$ cat config.mk
export PLATFORM = sky130hd
export DESIGN_NAME = multi_debounce_tickgen
export DESIGN_NICKNAME = d
export VERILOG_FILES = /design/src/rtl/dbnc_pkg.sv /design/src/rtl/dbnc_channel.sv /design/src/rtl/multi_debounce_tickgen.sv
export SDC_FILE = /design/constraint.sdc
export NUM_CORES = 1
export LEC_CHECK = 0
export ABC_AREA = 1
export CAP_MARGIN = 40
export CORE_MARGIN = 4
export CORE_UTILIZATION = 35
export DETAILED_ROUTE_END_ITERATION = 8
export SETUP_SLACK_MARGIN = 0.02
export SLEW_MARGIN = 10
export SYNTH_ARGS = -nofsm -noshare
export SYNTH_HDL_FRONTEND = slang
export SYNTH_SLANG_ARGS = --single-unit
export TNS_END_PERCENT = 50
$ cat constraint.sdc
create_clock -name clk -period 4.3 [get_ports clk]
set_input_delay 1.29 -clock clk [delete_from_list [all_inputs] [get_ports clk]]
set_output_delay 1.29 -clock clk [all_outputs]
set_load 0.01 [all_outputs]
$ cat src/rtl/dbnc_pkg.sv
// Shared types and default constants for the multi-channel debouncer.
package dbnc_pkg;

  typedef enum logic [1:0] {ZERO, WAIT1, ONE, WAIT0} dbnc_state_t;

  localparam int DBNC_TICK_DIV_DEF     = 1000000;
  localparam int DBNC_STABLE_TICKS_DEF = 2;

endpackage

$ cat src/rtl/dbnc_channel.sv
// One debounce channel: input synchroniser, tick-paced stability FSM, edge pulses.
// Optional abort counter enabled by DBNC_GLITCH_CNT_EN.
module dbnc_channel
  import dbnc_pkg::*;
#(
  parameter int STABLE_TICKS = DBNC_STABLE_TICKS_DEF,
  parameter int SYNC_STAGES  = 2
) (
  input  logic       clk,
  input  logic       reset_n,
  input  logic       tick,
  input  logic       din,
  output logic       dout,
  output logic       rise,
  output logic       fall
`ifdef DBNC_GLITCH_CNT_EN
  ,
  output logic [7:0] glitch_cnt
`endif
);

  localparam int CNTW = $clog2(STABLE_TICKS + 1);

  logic [SYNC_STAGES-1:0] sync_q, sync_d;
  logic                   s;
  dbnc_state_t            state_q, state_d;
  logic [CNTW-1:0]        cnt_q, cnt_d;
  logic                   dout_q, dout_d;
  logic                   rise_q, rise_d;
  logic                   fall_q, fall_d;

  assign sync_d = {sync_q[SYNC_STAGES-2:0], din};
  assign s      = sync_q[SYNC_STAGES-1];

  // A level reverting to the old value always beats a completing tick.
  always_comb begin
    state_d = state_q;
    cnt_d   = cnt_q;
    rise_d  = 1'b0;
    fall_d  = 1'b0;
    case (state_q)
      ZERO: begin
        if (s) begin
          state_d = WAIT1;
          cnt_d   = '0;
        end
      end
      WAIT1: begin
        if (!s) begin
          state_d = ZERO;
        end else if (tick) begin
          if (cnt_q == CNTW'(STABLE_TICKS - 1)) begin
            state_d = ONE;
            rise_d  = 1'b1;
          end else begin
            cnt_d = cnt_q + CNTW'(1);
          end
        end
      end
      ONE: begin
        if (!s) begin
          state_d = WAIT0;
          cnt_d   = '0;
        end
      end
      WAIT0: begin
        if (s) begin
          state_d = ONE;
        end else if (tick) begin
          if (cnt_q == CNTW'(STABLE_TICKS - 1)) begin
            state_d = ZERO;
            fall_d  = 1'b1;
          end else begin
            cnt_d = cnt_q + CNTW'(1);
          end
        end
      end
      default: state_d = ZERO;
    endcase
    dout_d = (state_d == ONE) || (state_d == WAIT0);
  end

  always_ff @(posedge clk or negedge reset_n) begin
    if (!reset_n) begin
      sync_q  <= '0;
      state_q <= ZERO;
      cnt_q   <= '0;
      dout_q  <= 1'b0;
      rise_q  <= 1'b0;
      fall_q  <= 1'b0;
    end else begin
      sync_q  <= sync_d;
      state_q <= state_d;
      cnt_q   <= cnt_d;
      dout_q  <= dout_d;
      rise_q  <= rise_d;
      fall_q  <= fall_d;
    end
  end

  assign dout = dout_q;
  assign rise = rise_q;
  assign fall = fall_q;

`ifdef DBNC_GLITCH_CNT_EN
  logic       abort;
  logic [7:0] glitch_q, glitch_d;

  assign abort = ((state_q == WAIT1) && !s) || ((state_q == WAIT0) && s);

  always_comb begin
    glitch_d = glitch_q;
    if (abort && (glitch_q != 8'hFF)) glitch_d = glitch_q + 8'd1;
  end

  always_ff @(posedge clk or negedge reset_n) begin
    if (!reset_n) glitch_q <= '0;
    else          glitch_q <= glitch_d;
  end

  assign glitch_cnt = glitch_q;
`endif

endmodule

$ cat src/rtl/multi_debounce_tickgen.sv
// N-channel switch debouncer sharing one programmable tick prescaler.
// Define DBNC_GLITCH_CNT_EN to add the per-channel glitch_cnt output.
module multi_debounce_tickgen
  import dbnc_pkg::*;
#(
  parameter int CH           = 4,
  parameter int TICK_DIV     = DBNC_TICK_DIV_DEF,
  parameter int STABLE_TICKS = DBNC_STABLE_TICKS_DEF,
  parameter int SYNC_STAGES  = 2
) (
  input  logic            clk,
  input  logic            reset_n,
  input  logic            enable,
  input  logic [CH-1:0]   din,
  output logic [CH-1:0]   dout,
  output logic [CH-1:0]   rise,
  output logic [CH-1:0]   fall,
  output logic            tick
`ifdef DBNC_GLITCH_CNT_EN
  ,
  output logic [CH*8-1:0] glitch_cnt
`endif
);

  localparam int CW = $clog2(TICK_DIV);

  logic [CW-1:0] cnt_q, cnt_d;
  logic          tick_q, tick_d;

  // tick_q is high exactly while the count sits at TICK_DIV-1.
  always_comb begin
    cnt_d  = '0;
    tick_d = 1'b0;
    if (enable) begin
      if (cnt_q == CW'(TICK_DIV - 1)) cnt_d = '0;
      else                            cnt_d = cnt_q + CW'(1);
      tick_d = (cnt_d == CW'(TICK_DIV - 1));
    end
  end

  always_ff @(posedge clk or negedge reset_n) begin
    if (!reset_n) begin
      cnt_q  <= '0;
      tick_q <= 1'b0;
    end else begin
      cnt_q  <= cnt_d;
      tick_q <= tick_d;
    end
  end

  assign tick = tick_q;

  for (genvar i = 0; i < CH; i++) begin : g_ch
    dbnc_channel #(
      .STABLE_TICKS(STABLE_TICKS),
      .SYNC_STAGES (SYNC_STAGES)
    ) u_ch (
      .clk       (clk),
      .reset_n   (reset_n),
      .tick      (tick_q),
      .din       (din[i]),
      .dout      (dout[i]),
      .rise      (rise[i]),
      .fall      (fall[i])
`ifdef DBNC_GLITCH_CNT_EN
      ,
      .glitch_cnt(glitch_cnt[8*i +: 8])
`endif
    );
  end

endmodule

# After elaboration in Yosys (flattened, before gate mapping)
# Index checks and enable logic that the tools add are counted.
word_totals:
  register_bits: 57
  input_bits: 7
  output_inout_bits: 13
  word_cells: 177
op_classes:
  n_addsub: 5
  eq_ne: 42
  mux: 92
  n_reduce_logical: 12
ops:
  columns: ["cell", "count"]
  rows:
  - ["$mux W2", 56]
  - ["$pmux W2 S4", 8]
  - ["$mux W20", 3]
  - ["$eq A20 B20 Y1 const B", 2]
  - ["$eq A2 B2 Y1 const B", 16]
  - ["$mux W1", 25]
  - ["$add A20 B1 Y20 const B", 1]
  - ["$eq A2 B1 Y1 const B", 8]
  - ["$ne A2 B1 Y1 const B", 8]
  - ["$ne A2 B2 Y1 const B", 8]
  - ["$reduce_and A4 Y1", 4]
  - ["$add A2 B1 Y2 const B", 4]
  - ["$logic_not A2 Y1", 4]
  - ["$logic_or A1 B1 Y1", 4]

# Logic depth before layout (Yosys ltp)
# Gate-level depths: netlist of the first run.
depth:
  word_depth: 7
  ltp_mapped: 12

# By module
# From an unflattened synthesis of the first run, not the netlist that was laid out.
unflattened:
  cells_unflattened: 344
  hier_area_um2: 2647.5
by_module_without_submodules:
  columns: ["module", "n_inst", "cells_per_inst", "area_per_inst_um2", "seq_area_each_um2"]
  rows:
  - ["multi_debounce_tickgen", 1, 204, 1366.3, 525.5]
  - ["dbnc_channel", 4, 35, 320.3, 200.2]

# Worst setup path before layout of the first run
# OpenSTA, ideal clock, no wires.
synth_timing:
  path_kind: "in2reg"
  from: "input enable"
  to: "register cnt_q[10]"
  setup_time_ps: 132
  arrival_ps: 1745
  path_slack_ps: 2423
  path_stages: 3
  cell_sequence: "inv_1 > clkbuf_1 > nor2_1"
synth_via:
  elab_chain_cells: 1
synth_lines:
  columns: ["element", "line_no", "source"]
  rows:
  - ["from (decl)", "multi_debounce_tickgen.sv:13", "input logic enable,"]
  - ["$mux W20", "multi_debounce_tickgen.sv:34", "if (enable) begin"]
  - ["net cnt_d[10]", "multi_debounce_tickgen.sv:27", "logic [CW-1:0] cnt_q, cnt_d;"]
  - ["to (signal assigned)", "multi_debounce_tickgen.sv:46", "cnt_q <= cnt_d;"]
  - ["to (decl)", "multi_debounce_tickgen.sv:27", null]
# The timed path passes the listed nets, and every way through them passes these cells.
# A chain may end at the register's enable or synchronous reset.

# Worst setup path in the final report of the first run
layout_timing:
  from: "register tick_q, in the netlist tick"
  to: "output tick"
layout_lines:
  columns: ["element", "line_no", "source"]
  rows:
  - ["from (decl)", "multi_debounce_tickgen.sv:28", "logic tick_q, tick_d;"]
  - ["from (signal assigned)", "multi_debounce_tickgen.sv:47", "tick_q <= tick_d;"]
  - ["to (decl)", "multi_debounce_tickgen.sv:18", "output logic tick"]
# No word-level cell between the ends.

==> results of run 1 <==
[registers in the layout, indices dropped and copies added (netlist names)]
signal / cells
g_ch.u_ch.cnt_q: 8
g_ch.u_ch.rise: 4
g_ch.u_ch.sync_q: 8
cnt_q: 20
g_ch.u_ch.dout: 4
tick: 1
g_ch.u_ch.fall: 4
g_ch.u_ch.state_q: 7
[kinds of logic after synthesis]
kind of cell,Yosys count,synth area share [%]
xor+xnor,5,1.84
fa+ha+maj,5,2.25
simple gates,195,30.9
buf+inv,66,10.5
flops,56,50.3
compound gates,21,4.22
[how the worst max path moves through the flow]
stage | to | slack (ns)
2_1_floorplan | cnt_q[10] | 2.42
3_3_place_gp | cnt_q[14] | 1.92
3_5_place_dp | cnt_q[16] | 1.88
4_1_cts | tick | 1.63
5_1_grt | tick | 1.60
6_report | tick | 1.65
[cells in the final DEF, fill, tap and decap left out]
| master | instances |
|---|---|
| buf_2 | 1 |
| nor2_1 | 55 |
| dfrtp_1 | 56 |
| nand3_1 | 21 |
| bufinv_16 | 1 |
| o21bai_1 | 3 |
| nor3b_1 | 1 |
| buf_4 | 1 |
| nand2_1 | 90 |
| nand2_2 | 1 |
| nor2b_1 | 1 |
| inv_8 | 1 |
| o21ai_1 | 2 |
| nand3_2 | 1 |
| nand2_4 | 1 |
| nor3_1 | 9 |
| clkdlybuf4s50_1 | 18 |
| clkbuf_8 | 5 |
| clkinv_2 | 1 |
| xor2_2 | 1 |
| or2_2 | 1 |
| nor2_4 | 6 |
| ha_1 | 5 |
| inv_1 | 53 |
| o22ai_1 | 4 |
| nand4_1 | 8 |
| xor2_1 | 4 |
| o21ai_0 | 12 |
[layer usage]
layer | vias up | part of all wire [%] | GRT usage [%] | routed length [microns]
li1 | 1095 | - | - | -
met1 | 984 | 46 | 14.0 | 2340
met2 | 28 | 49 | 20.0 | 2480
met3 | 6 | 3.5 | 3.37 | 178
met4 | 0 | 1.1 | 3.13 | 55
met5 | - | 0 | 0 | 0
[layout make-up]
cell class,count,share of cell area (%)
inverters,53,6.36
repair buffers,20,6.16
well taps,102,4.08
flip-flops and latches,56,44.8
clock buffers,5,2.20
clock inverters,3,1.48
multi-input cells,226,34.9
[metrics by stage]
step,hold slack [ns],area [sq um],std cells
detailed placement,0.336,3010,457
finish,0.361,3130,465
global route,0.363,3130,465
CTS,0.360,3130,465
global placement,0.334,3010,457
floorplan,0.331,2790,348
[where the power goes]
group	switching (mW)	leakage, nW	internal, mW
Sequential	0.0118	0.745	0.547
Combinational	0.0387	0.758	0.0248
Clock	0.180	0.0600	0.177
Total	0.230	1.56	0.749
==> flow_summary.ini, run 1 <==
[clock_network]
post_cts_buffers = 0
cts-root-buf = clkbuf_8
h-tree-depth = 2
max-clock-path-buffers = 2
cts_sinks = 56
clk-insertion-delay-late_ns = 0.31
cts_tree = done
cts_made_buffers = 5
postCtsHoldBufs = 0
cts_resized = 0
clk_pin_slew_worst_paths_ns = 0.11

[floorplan]
core_area_sq_mm = 0.00773
start_util_pct = 36.0
rows = 32
die_w_microns = 97.2
die-area_sq_mm = 0.00945
die_h_microns = 97.2
io_pins = 20

[critical_path]
ff2ff_path_depth = 9
r2r_slack_ns = 2.56
critical_path_buf_inv_count = 1
worst-path-stages = 1
cp-end-kind = output pin
r2r_start = cnt_q[0]
path_max_fanout = 6
slowest_stage = clkdlybuf4s50_1
cp-startpoint = tick
arrival_ns = 1.36
required_ns = 3.01
crit_type = flop to output pin
crit_path_max_incr_delay_ns = 0.57
cp_top_family = buffers and inverters
startpoint_type = flop
path_cells = clkdlybuf4s50_1
timing.rr.end = tick

[final_layout]
utilization_pct = 40.5
antenna_cells = 0
register_area_sq_mm = 0.00140
multi_input_area_sq_mm = 0.00109
area_growth_pct = 12.3
drive_gt1_share_pct = 5.79
fillers = 809
nets = 374

[min_path]
holdPathStages = 0
min_to = g_ch[2].u_ch.sync_q[1]
hold_path_class = flop to flop
min_from = g_ch[2].u_ch.sync_q[0]

[timing]
max-slew-margin-rel_pct = 47.6
min_period_ns = 2.65
fin_ws_ns = 1.65
rsz0062_at_grt = no
fmax_mhz = 377
worstMarginPinSlew_ns = 0.786
setup_viol = 0
slew_viol_final = 0
fin_tns_setup_ns = 0
hold_violations = 0
timing.final.crit_share_pct = 61.6
fin_skew_ns = 0.00765

[global_route]
grt_remaining_overflow = 0
grtUsageTotal_pct = 11.5
grt_pass1_vias = 2018
grt_pass1_wl_microns = 8940
grt_max_degree = 37
antenna_found_initial = 0

[detailed_routing]
drt-wirelength-per-cell_microns = 10.9
first_pass_iters = 5
ant_nets = 0
drc = 0
first_iter_violations = 79
finalWirelength_microns = 5060
via_count = 2113
via_per_inst = 4.54

[synth]
yosysSeqAreaShare_pct = 50.3
synth_edf_count = 0
syn-num-nets = 360
ys_types = 23
synth_top_area_cell = dfrtp_1
synthCells = 348
async_flop_share_pct = 100
synth.area.top_cells = dfrtp_1, nand2_1, nor2_1
synth_top_flop_cell = dfrtp_1
syn_area_sq_mm = 0.00279
avgSynthCellArea_sq_um = 8.00
synth_seq_cells = 56
yosys_warnings = 0
synth_top_area_share_pct = 50.3
synthTopCellsByCount = nand2_1, dfrtp_1, nor2_1, inv_1, nand3_1
synth_most_common_cell = nand2_1

[place]
post-dp-hpwl_microns = 3910
place.gp.congestion = 0.846
io_buffer_count = 19
pre_cts_slack_ns = 1.88

[power]
ir_worst_vdd_mv = 0.185
p_total_mw = 0.979
power_density_mw_per_mm2 = 313
cellLeakagePower_nw = 1.56

[job]
maxCapViolations = 0

[run_status]
status = finished clean
Note: power is estimated with default switching activity, not from simulation.
==> run 2, diff against run 1 <==
==> constraint.sdc (replaced) <==
create_clock -name clk -period 2.25 [get_ports clk]
set_input_delay 0.675 -clock clk [delete_from_list [all_inputs] [get_ports clk]]
set_output_delay 0.675 -clock clk [all_outputs]
set_load 0.01 [all_outputs]
==> run 2 against run 1 <==
Cell count is the same. Highest routed layer unchanged. Clock-buffer cell count stayed put. Core utilization shrank 0.097 points. Largest power group unchanged. Clock skew is 0.00077 ns lower. Register-to-register slack got worse by 2.0 ns. Largest cell class unchanged. Non-clock buffer count is the same. First-iteration DRC count increased by 20%. Flip-flop and latch count is the same. Clock power is 63% higher. Die area unchanged. Critical endpoint unchanged. Setup slack got worse by 1.5 ns. Sequential share of layout area grew 0.11 points.
==> flow_summary.ini, run 2 (same netlist as run 1, synthesis figures left out) <==
[run_status]
status = finished clean

[critical_path]
ff2ff_path_depth = 11
r2r_slack_ns = 0.52
arrival_ns = 1.39
timing.rr.end = tick
crit_type = flop to output pin
slowest_stage = clkdlybuf4s50_1
path_cells = clkdlybuf4s50_1
crit_path_max_incr_delay_ns = 0.59
cp-end-kind = output pin
critical_path_buf_inv_count = 1
path_max_fanout = 6
cp_top_family = buffers and inverters
startpoint_type = flop
r2r_start = cnt_q[0]
required_ns = 1.57

[power]
cellLeakagePower_nw = 1.55
clock_power_share_pct = 32.8
combPwrFrac_pct = 6.9
ir_worst_vdd_mv = 0.243
p_sw_share_pct = 25.4
power_frac_seq_pct = 60.3
p_total_mw = 1.77
power.internal_mw = 1.32
p_sw_mw = 0.451
power_density_mw_per_mm2 = 569

[clock_network]
postCtsHoldBufs = 0
cts_made_buffers = 5
h-tree-depth = 2
max-clock-path-buffers = 2
cts_tree = done
cts-root-buf = clkbuf_8
cts_resized = 0
clk-insertion-delay-late_ns = 0.31
post_cts_buffers = 0
cts_sinks = 56
clk_pin_slew_worst_paths_ns = 0.11

[timing]
setup_viol = 0
rsz0062_at_grt = no
slew_viol_final = 0
timing.final.crit_share_pct = 91.7
worstMarginPinSlew_ns = 0.490
min_period_ns = 2.06
fin_skew_ns = 0.00687
hold_slack_ns = 0.343
fmax_mhz = 485
max-slew-margin-rel_pct = 67.3
hold_violations = 0
fin_tns_setup_ns = 0

[final_layout]
fillers = 777
top_regs = cnt_q: 20 flops, g_ch.u_ch.cnt_q: 8 flops, g_ch.u_ch.sync_q: 8 flops
regMostFlops = cnt_q
area_growth_pct = 12.0
antenna_cells = 0
nets = 374
final_cell_mix = nand2_1, dfrtp_1, nor2_1
drive_gt1_share_pct = 5.79
largest_reg_flops = 20
fin_cells = 465
layout_commonest_cell = nand2_1

[global_route]
grt_max_degree = 57
grtUsageTotal_pct = 11.8
grt_pass1_wl_microns = 9110
grt_pass1_vias = 2012
grt_remaining_overflow = 0
antenna_found_initial = 0

[floorplan]
start_util_pct = 36.0
io_pins = 20
die_w_microns = 97.2
die_h_microns = 97.2
die-area_sq_mm = 0.00945
rows = 32
core_area_sq_mm = 0.00773

[place]
post-dp-hpwl_microns = 3800
place_inst = 457
io_buffer_count = 19
place.gp.congestion = 0.826

[detailed_routing]
ant_nets = 0
first_pass_iters = 4
drc = 0
via_per_inst = 4.52
drt-wirelength-per-cell_microns = 11.1
via_count = 2100
first_iter_violations = 95
finalWirelength_microns = 5150

[job]
maxCapViolations = 0

[min_path]
hold_path_class = primary input to asynchronous set/reset pin
## run 2: cell types whose count changed in the layout (fill, tap and decap cells not counted), sizes merged
| cell | delta |
|---|---|
| clkinvlp | +2 |
| clkinv | -1 |
| bufinv | -1 |
## run 2: area by class of cell
class / instances / area [sq um] / share of cell area (%)
multi-input cells: 226 / 1090 / 35.0
well taps: 102 / 128 / 4.09
flip-flops and latches: 56 / 1400 / 44.9
inverters: 53 / 199 / 6.38
clock inverters: 3 / 26.3 / 0.842
clock buffers: 5 / 68.8 / 2.21
repair buffers: 20 / 205 / 6.58
## run 2: power by group through the flow
stage               combinational [mW]  clock (mW)  sequential (mW)
global placement                 0.119           0             1.09
global route                     0.149       0.648             1.08
floorplan                       0.0749           0             1.08
finish                           0.123       0.581             1.07
CTS                              0.127       0.611             1.07
detailed placement               0.126           0             1.09
## run 2: how the worst max path moves through the flow
| stage | startpoint | end | slack, ns | depth (start not counted) |
|---|---|---|---|---|
| 6_report | tick | tick | 0.19 | 1 |
| 5_1_grt | tick | tick | 0.11 | 1 |
| 4_1_cts | tick | tick | 0.17 | 1 |
| 3_5_place_dp | enable | cnt_q[14] | 0.44 | 3 |
| 3_3_place_gp | enable | tick | 0.46 | 5 |
| 2_1_floorplan | cnt_q[0] | tick | 0.78 | 8 |
## run 2: stage by stage
stage	utilization, %	setup slack [ns]	cell area (sq um)
2_1_floorplan	-	0.780	2790
3_3_place_gp	39.1	0.465	3020
3_5_place_dp	39.1	0.441	3020
4_1_cts	40.4	0.167	3120
5_1_grt	40.4	0.113	3120
6_report	40.4	0.187	3120
## run 2: routing by layer
| layer | track usage, % | part of all wire (%) |
|---|---|---|
| met1 | 14.7 | 47 |
| met2 | 20.2 | 48 |
| met3 | 2.80 | 3.4 |
| met4 | 4.10 | 1.6 |
| met5 | 0 | 0 |
